**src/rtl/sort_input_packer.sv**
```systemverilog
// sort_input_packer: collects a valid/ready stream of WIDTH-bit elements into
// ELEMS-element words for the bitonic sorter. An assembly register gathers the
// current group while an output register presents the previous one. A group
// closed early by in_last has its unused upper slots filled with PAD_VALUE, so
// the pads sort to the top end.
module sort_input_packer #(
  parameter int               ELEMS     = 4,
  parameter int               WIDTH     = 8,
  parameter logic [WIDTH-1:0] PAD_VALUE = {WIDTH{1'b1}}
) (
  input  logic                         clk,
  input  logic                         reset,
  input  logic [WIDTH-1:0]             in_data,
  input  logic                         in_valid,
  input  logic                         in_last,
  output logic                         in_ready,
  output logic [ELEMS*WIDTH-1:0]       out_data,
  output logic [$clog2(ELEMS+1)-1:0]   out_count,
  output logic                         out_valid,
  input  logic                         out_ready
);

  localparam int IDX_W = $clog2(ELEMS);
  localparam int CNT_W = $clog2(ELEMS+1);

  typedef enum logic {COLLECT, PENDING} state_t;

  state_t                        state;
  logic [IDX_W-1:0]              index;
  logic [ELEMS-1:0][WIDTH-1:0]   asm_data;
  logic [CNT_W-1:0]              asm_count;

  logic [ELEMS-1:0][WIDTH-1:0]   grp_data;
  logic [CNT_W-1:0]              grp_count;
  logic                          accept;
  logic                          group_done;
  logic                          out_slot_free;

  // in_ready depends on state alone, so no path runs from out_ready to in_ready.
  assign in_ready      = (state == COLLECT);
  assign accept        = in_valid && in_ready;
  assign out_slot_free = !out_valid || out_ready;
  assign group_done    = (index == IDX_W'(ELEMS-1)) || in_last;
  assign grp_count     = CNT_W'(index) + CNT_W'(1);

  // Assembly group as it would look after this accept: the new element goes
  // into slot[index] and every higher slot holds PAD_VALUE. In an incomplete
  // group the pads are placeholders that later elements overwrite.
  always_comb begin
    // NOTE: every always_comb output gets a default first, so no path can infer a latch.
    grp_data = asm_data;
    for (int i = 0; i < ELEMS; i++) begin
      if (IDX_W'(i) == index)
        grp_data[i] = in_data;
      else if (IDX_W'(i) > index)
        grp_data[i] = PAD_VALUE;
    end
  end

  // Collect/pending control, assembly register and output register.
  always_ff @(posedge clk or posedge reset) begin
    if (reset) begin
      // NOTE: the assembly register is reset as well, so no bytes from a group
      // cut off by reset can leak into a later group.
      state     <= COLLECT;
      index     <= '0;
      asm_data  <= '0;
      asm_count <= '0;
      out_data  <= '0;
      out_count <= '0;
      out_valid <= 1'b0;
    end else begin
      // NOTE: state uses non-blocking assignments only. A later load in this
      // block overrides the drop below, which gives back-to-back groups.
      if (out_valid && out_ready)
        out_valid <= 1'b0;

      case (state)
        COLLECT: begin
          if (accept) begin
            if (!group_done) begin
              asm_data <= grp_data;
              index    <= index + IDX_W'(1);
            end else if (out_slot_free) begin
              out_data  <= grp_data;
              out_count <= grp_count;
              out_valid <= 1'b1;
              index     <= '0;
            end else begin
              asm_data  <= grp_data;
              asm_count <= grp_count;
              state     <= PENDING;
            end
          end
        end
        PENDING: begin
          if (out_slot_free) begin
            out_data  <= asm_data;
            out_count <= asm_count;
            out_valid <= 1'b1;
            index     <= '0;
            state     <= COLLECT;
          end
        end
        default: state <= COLLECT;
      endcase
    end
  end

endmodule

```
**config.mk**
```make
export PLATFORM = sky130hd
export DESIGN_NAME = sort_input_packer
export DESIGN_NICKNAME = d
export VERILOG_FILES = /design/src/rtl/sort_input_packer.sv
export SDC_FILE = /design/constraint.sdc
export NUM_CORES = 1
export LEC_CHECK = 0
export CAP_MARGIN = 25
export CORE_UTILIZATION = 55
export DETAILED_ROUTE_END_ITERATION = 16
export GPL_ROUTABILITY_DRIVEN = 0
export PLACE_DENSITY = 0.81
export REMOVE_ABC_BUFFERS = 1
export SYNTH_ARGS = -nofsm -noshare
export SYNTH_HDL_FRONTEND = slang
export SYNTH_SLANG_ARGS = --single-unit
export TNS_END_PERCENT = 100
```
**constraint.sdc**
```tcl
create_clock -name clk -period 5.2 [get_ports clk]
set_input_delay 0.78 -clock clk [delete_from_list [all_inputs] [get_ports clk]]
set_output_delay 0.78 -clock clk [all_outputs]
set_load 0.005 [all_outputs]
```
After elaboration in Yosys (flattened, before gate mapping) --
Index checks and enable logic that the tools add are counted.
Word-level totals: flip-flop bits (word level) 74, bits in latches 0, RAM bits 0, memory bits (read-only) 0, bits of input ports 13, output and inout bits 37, logic and storage cells 69, memories kept 0
Operators by class: add/sub/neg operators 2, multiply operators 0, div/mod/pow operators 0, order comparisons 4, eq/ne operators 9, shift operators 0, muxes and demuxes 33, bitwise logic cells 2, reductions and logical operators 9
Operator list (number):
- $mux W32 | 6
- $mux W8 | 8
- $pmux W32 S2 | 1
- $mux W3 | 4
- $ne A2 B1 Y1 const B | 4
- $reduce_and A4 Y1 | 2
- $mux W1 | 7
- $mux W2 | 3
- $pmux W3 S2 | 1
- $eq A2 B2 Y1 const A | 2
- $gt A1 B2 Y1 const A | 2
- $gt A2 B2 Y1 const A | 2
- $pmux W1 S2 | 2
- $pmux W2 S2 | 1
- $add A2 B1 Y3 const B | 1
- $reduce_and A3 Y1 | 1
- $add A2 B1 Y2 const B | 1
- $eq A1 B2 Y1 const A | 1
- $eq A2 B2 Y1 const B | 1
- $logic_and A1 B1 Y1 | 2
- $logic_not A2 Y1 | 1
- $logic_or A1 B1 Y1 | 2
- $ne A2 B2 Y1 const B | 1
- $not A1 Y1 | 2
- $logic_not A1 Y1 | 1

Longest topological paths before layout --
Gate-level depths: netlist of the first run.
word-level depth 7, gate-level depth with buffers 6

Worst setup path before layout of the first run --
OpenSTA, ideal clock, no wires.
path kind input to register, start point input port out_ready, end point register asm_data[0] in the netlist's numbering, arrival time 1.659 ns, required time 5.075 ns, setup slack 3.417 ns, stages on the path 4, path buffers 0, path through and2b_1 o21a_4 nand2_4 mux2_2
On the way: cells in the longest elaborated chain, start to end 3
RTL lines:
- start: declaration | RTL line 20 | input logic out_ready
- $logic_or A1 B1 Y1 | RTL line 42 | assign out_slot_free = !out_valid || out_ready;
- $ne A2 B2 Y1 (no line)
- $reduce_and A3 Y1 (no line)
- end signal: assignment | RTL line 82 | asm_data <= grp_data;
- end signal: assignment | RTL line 90 | asm_data <= grp_data;
- end: declaration | RTL line 30 | logic [ELEMS-1:0][WIDTH-1:0] asm_data;
Every way passes these cells. A chain may end at the register's enable or synchronous reset.

Worst setup path after layout of the first run --
start point register state, end point output port in_ready
On the way: cells in the longest elaborated chain, start to end 1
RTL lines:
- start: declaration | RTL line 28 | state_t state;
- start signal: assignment | RTL line 65 | state <= COLLECT;
- start signal: assignment | RTL line 92 | state <= PENDING;
- start signal: assignment | RTL line 102 | state <= COLLECT;
- $not A1 Y1 (no line)
- end: declaration | RTL line 16 | output logic in_ready,
Every way passes these cells.

==> results_dict.tcl, run 1 <==
set metrics [dict create \
    grt_pass1_vias 2214 \
    max-slew-margin-rel_pct 33.24 \
    netlist_top_cells_area "dfrtp_1 (58%), o21ai_0 (7.2%), nand2_1 (6.1%), o22a_1 (4.4%), mux2i_1 (3.4%)" \
    class_of_the_most_critical_setup_path "reg -> out" \
    drive_above_1_share_pct 9.943 \
    wl_per_cell_um 14.93 \
    synthSimpleGateAreaFrac_pct 11.99 \
    worst_slack_ps 2276 \
    class_of_the_most_critical_hold_timing_path "reg -> reg" \
    postRouteAntennaNets 0 \
    post_synth_xor_area_fraction_pct 0 \
    worstSetupStartpointType "register" \
    dr.pass1.iters 4 \
    route.vias.total 2302 \
    grt_remaining_overflow 0 \
    port-buffer-count 49 \
    pre_cts_ws_ps 2444 \
    ratio_of_final_minimum_period_to_clock_period_pct 56.24 \
    antenna-diode-count 0 \
    postSynthCellCount 297 \
    fin_nets 366 \
    timing.final.hold_violations 0 \
    synth_flop_cell "dfrtp_1" \
    yosys_register_bits 74 \
    yosys.area.top_type_share_pct 57.99 \
    hold-worst-slack_ps 478.6 \
    ctsHoldBuffers 0 \
    synthArstFlopShare_pct 100.0 \
    drt_iter0_drc 180 \
    clock_sink_count 74 \
    path_clk_slew_ps 70 \
    distinct_cell_type_count_after_synthesis 27 \
    post-cts-setup-buffer-count 0 \
    fp.dieW_um 78.20 \
    global_route.usage.total_pct 22.86 \
    placeableCoreArea_um2 5540 \
    synth_area_per_cell_um2 10.75 \
    most_common_cell_in_the_netlist "dfrtp_1" \
    detail_route.wirelength_mm 6.331 \
    stdcell_area_um2 3958 \
    synth-compound-area-share_pct 18.53 \
    ir_drop_uv 282.1 \
    initial_core_util_pct 57.63 \
    fmaxAchievable_ghz 0.3420 \
    drv_cap 0 \
    final.setup.tns_ps 0 \
    dr_drc_count 0 \
    yosys_warnings 0 \
    die-area_um2 6114 \
    clock_tree_root "clkbuf_8" \
    floorplan.io_pins 50 \
    outcome "completed" \
    synth_area_um2 3193 \
    post_detailed_placement_half_perimeter_wirelength_mm 4.307 \
    tritoncts_clock_tree "built" \
    worstSetupEndpointType "primary output" \
    synthMuxAreaShare_pct 6.622 \
    clock_insertion_delay_worst_skew_ps 340 \
    cts_buffers 9 \
    ctsHtreeMaxLevel 3 \
    finalClockSkew_ps 9.405 \
    worst_slew_pin_slew_ps 1001 \
    yosys-top-cells-count "dfrtp_1 (74), nand2_1 (52), o21ai_0 (46), o22a_1 (16), o22ai_1 (16)" \
    grt_max_degree 45 \
    yosys.area.top_type "dfrtp_1" \
    post_detailed_placement_cell_area_um2 3739 \
    synth-edff-count 0 \
    antenna_found_initial 0 \
    die_height_um 78.20 \
    worstPathArrival_ps 2140 \
    synth_fa_ha_area_share_pct 2.351 \
    flow.area_growth_from_synthesis_pct 23.94 \
    drv_slew 0 \
    p_per_area_nw_per_um2 527.2 \
    grt_setup_unrepaired "false" \
    clock_tree.buffer_depth 2 \
    row_count 27 \
    ys_seq_area_share_pct 57.99 \
    detail_route.vias_per_cell 5.429 \
    finalSetupViolations 0 \
    power.leakage_nw 1.689 \
    post_cts_resize_count 0 \
    period_needed_ps 2924 \
    grt_pass1_wl_mm 10.63 \
    critical_path.max_fanout 28 \
    timing.critical_path.required_ps 4420 \
    synth_top_family_by_area "compound AO/OA/AOI/OAI gates" \
]
-- area by class of cell --
type | instances | area, um2
flip-flops and latches | 74 | 1852
fillers | 447 | 1583
multi-input cells | 205 | 1269
repair buffers | 51 | 505.5
clock buffers | 11 | 141.4
well taps | 72 | 90.09
clock inverters | 5 | 77.57
inverters | 6 | 22.52
-- state kept, by name, summed over array words and instances (netlist names) --
signal	flops
out_valid	1
out_count	3
asm_data	32
out_data	32
index	2
asm_count	3
state	1
-- worst max-delay path: stages (launching register included) --
cell	delay [ps]
dfrtp_1	1000
inv_1	280
clkdlybuf4s50_1	520
-- stage by stage --
| step | util (%) | cells | power [mW] |
|---|---|---|---|
| final | 71.43 | 424 | 2.087 |
| after CTS | 71.43 | 424 | 2.099 |
| after global routing | 71.43 | 424 | 2.218 |
| after global placement | 67.48 | 408 | 1.578 |
| after detailed placement | 67.48 | 408 | 1.609 |
| after floorplan | - | 285 | 1.261 |
-- cells in the final DEF (no fill, tap or decap), drive strengths merged --
cell type      netlist  layout
o21ai               48      48
nor2b               11      11
dfrtp               74      74
inv                  6       6
clkbuf               4      11
buf                  8       2
bufinv               0       2
o22ai               16      16
mux2i               11      11
o21a                 2       2
mux2                 9       9
nand2               53      53
clkdlybuf4s50        0      49
a21oi               11      11
nand2b               1       1
clkinv               0       2
clkinvlp             0       1
and2b                1       1
o22a                17      17
nand3b               1       1
nor2                17      17
a22o                 1       1
ha                   6       6
-- report_power, final --
group | internal [mW] | switching, mW
Combinational | 0.383 | 0.295
Clock | 0.282 | 0.211
Sequential | 0.791 | 0.125
-- layer usage --
metal	up-vias	GRT usage, %	wire, um	share of wire (%)
li1	1137	-	-	-
met1	1103	30.67	3060	48
met2	49	36.05	2928	46
met3	13	3.605	202	3.2
met4	0	11.85	140	2.2
met5	-	0	0	0
-- worst paths after layout --
path	slack [ps]	end	from	cells after the start
hold reg to reg	480	out_data[27]$_DFFE_PP0P_	out_data[27]$_DFFE_PP0P_	2
setup reg to reg	2930	out_data[6]$_DFFE_PP0P_	index[0]$_DFFE_PP0P_	5
setup / recovery	2280	in_ready	state$_DFF_PP0_	2
max in group asynchronous	3370	out_data[19]$_DFFE_PP0P_	reset	3
hold / removal	480	out_data[27]$_DFFE_PP0P_	out_data[27]$_DFFE_PP0P_	2
min in group asynchronous	840	asm_data[30]$_DFFE_PP0P_	reset	2
-- cell families after synthesis --
| kind of cell | Yosys count |
|---|---|
| compound gates | 95 |
| buf+inv | 18 |
| flops | 74 |
| fa+ha+maj | 6 |
| simple gates | 84 |
| mux | 20 |
(Power assumes the default switching activity.)
==> inputs of run 2 (changes only) <==
- CORE_UTILIZATION: 55 -> 53
- PLACE_DENSITY: 0.81 -> 0.79
- clock period: 5.2 -> 3 ns (I/O delays scaled with it)
==> results_dict.tcl, run 2 (same netlist as run 1, synthesis figures left out) <==
set metrics [dict create \
    clock_insertion_delay_worst_skew_ps 340 \
    cts_buffers 9 \
    p_per_area_nw_per_um2 910.3 \
    fmaxAchievable_ghz 0.5273 \
    tritoncts_clock_tree "built" \
    period_needed_ps 1897 \
    detail_route.vias_per_cell 5.575 \
    critical_path.max_fanout 8 \
    route.vias.total 2386 \
    detail_route.wirelength_mm 7.019 \
    post_detailed_placement_half_perimeter_wirelength_mm 4.682 \
    fp.dieW_um 79.62 \
    die-area_um2 6339 \
    path_clk_slew_ps 80 \
    ctsHtreeMaxLevel 3 \
    crit-reg2reg-launch "index[0]$_DFFE_PP0P_" \
    drv_slew 0 \
    initial_core_util_pct 56.60 \
    min_from "out_data[28]$_DFFE_PP0P_" \
    drv_cap 0 \
    fin_nets 370 \
    class_of_the_most_critical_setup_path "reg -> reg" \
    grt_setup_unrepaired "false" \
    post-cts-setup-buffer-count 0 \
    placeableCoreArea_um2 5642 \
    worstSetupEndpointType "register" \
    dr.pass1.iters 4 \
    stdcell_area_um2 3985 \
    wl_per_cell_um 16.40 \
    dr_drc_count 0 \
    antenna-diode-count 0 \
    global_route.usage.total_pct 24.96 \
    ctsHoldBuffers 0 \
    post_detailed_placement_cell_area_um2 3769 \
    class_of_the_most_critical_hold_timing_path "reg -> reg" \
    max-slew-margin-rel_pct 59.01 \
    outcome "completed" \
    layout_top_registers "asm_data x32, out_data x32" \
    drive_above_1_share_pct 10.67 \
    floorplan.io_pins 50 \
    ratio_of_final_minimum_period_to_clock_period_pct 63.22 \
    grt_pass1_wl_mm 11.65 \
    row_count 27 \
    final.setup.tns_ps 0 \
    timing.critical_path.required_ps 3270 \
    flow.area_growth_from_synthesis_pct 24.80 \
    power.leakage_nw 1.709 \
    ir_drop_uv 529.5 \
    die_height_um 79.62 \
    antenna_found_initial 0 \
    postRouteAntennaNets 0 \
    worstSetupStartpointType "register" \
    port-buffer-count 49 \
    drt_iter0_drc 117 \
    grt_pass1_vias 2402 \
    worst_slew_pin_slew_ps 613.9 \
    finalSetupViolations 0 \
    grt_remaining_overflow 0 \
    clock_tree_root "clkbuf_8" \
    finalClockSkew_ps 7.865 \
    clock_tree.buffer_depth 2 \
    worstPathArrival_ps 2170 \
    clock_sink_count 74 \
    layout_common_cells "dfrtp_1 (74), nand2_1 (52), clkdlybuf4s50_1 (49)" \
    timing.final.hold_violations 0 \
    final_common_cell "dfrtp_1" \
    post_cts_resize_count 0 \
    grt_max_degree 39 \
    critical_path_source "index[0]$_DFFE_PP0P_" \
]
==> run 2: layer usage <==
metal	track usage (%)	vias up	share of wire (%)
met1	32.08	1145	43
li1	-	1157	-
met4	14.00	0	1.6
met5	0	-	0
met3	3.543	11	5.7
met2	40.51	73	50
==> run 2: critical path: stages, from the launching register on <==
cell	delay (ps)
dfrtp_1	470
inv_1	180
ha_1	210
nor2b_1	90
nor2_1	480
o22ai_1	220
o21ai_0	180
==> run 2: where the power goes <==
group	total, mW	internal, mW	switching (mW)
Sequential	1.58	1.37	0.211
Combinational	1.21	0.673	0.541
Clock	0.830	0.477	0.353
Total	3.63	2.52	1.11
==> run 2: final timing paths <==
kind,cells after the start,slack [ps],end
max,6,1100,out_data[20]$_DFFE_PP0P_
min,2,480,out_data[28]$_DFFE_PP0P_
max reg2reg,6,1100,out_data[20]$_DFFE_PP0P_
min reg2reg,2,480,out_data[28]$_DFFE_PP0P_
max in group asynchronous,3,1750,asm_data[4]$_DFFE_PP0P_
min in group asynchronous,2,500,out_data[15]$_DFFE_PP0P_
==> run 2: metrics by stage <==
| stage | power, mW | setup WS, ps | std cells | utilization, % | hold slack [ps] |
|---|---|---|---|---|---|
| 2_1_floorplan | 2.186 | 565.7 | 285 | - | 449.6 |
| 3_3_place_gp | 2.744 | 957.6 | 412 | 66.80 | 460.4 |
| 3_5_place_dp | 2.813 | 914.4 | 412 | 66.80 | 470.2 |
| 4_1_cts | 3.650 | 1113 | 428 | 70.64 | 486.4 |
| 5_1_grt | 3.852 | 919.3 | 428 | 70.64 | 501.4 |
| 6_report | 3.628 | 1103 | 428 | 70.64 | 479.3 |
==> run 2: layout make-up <==
type                            instances  area (um2)
Tap cell                               72       90.09
Clock buffer                           15       186.4
Clock inverter                          1       30.03
Timing Repair Buffer                   55       535.5
Sequential cell                        74        1852
Fill cell                             413        1657
Inverter                                6       22.52
Multi-Input combinational cell        205        1269
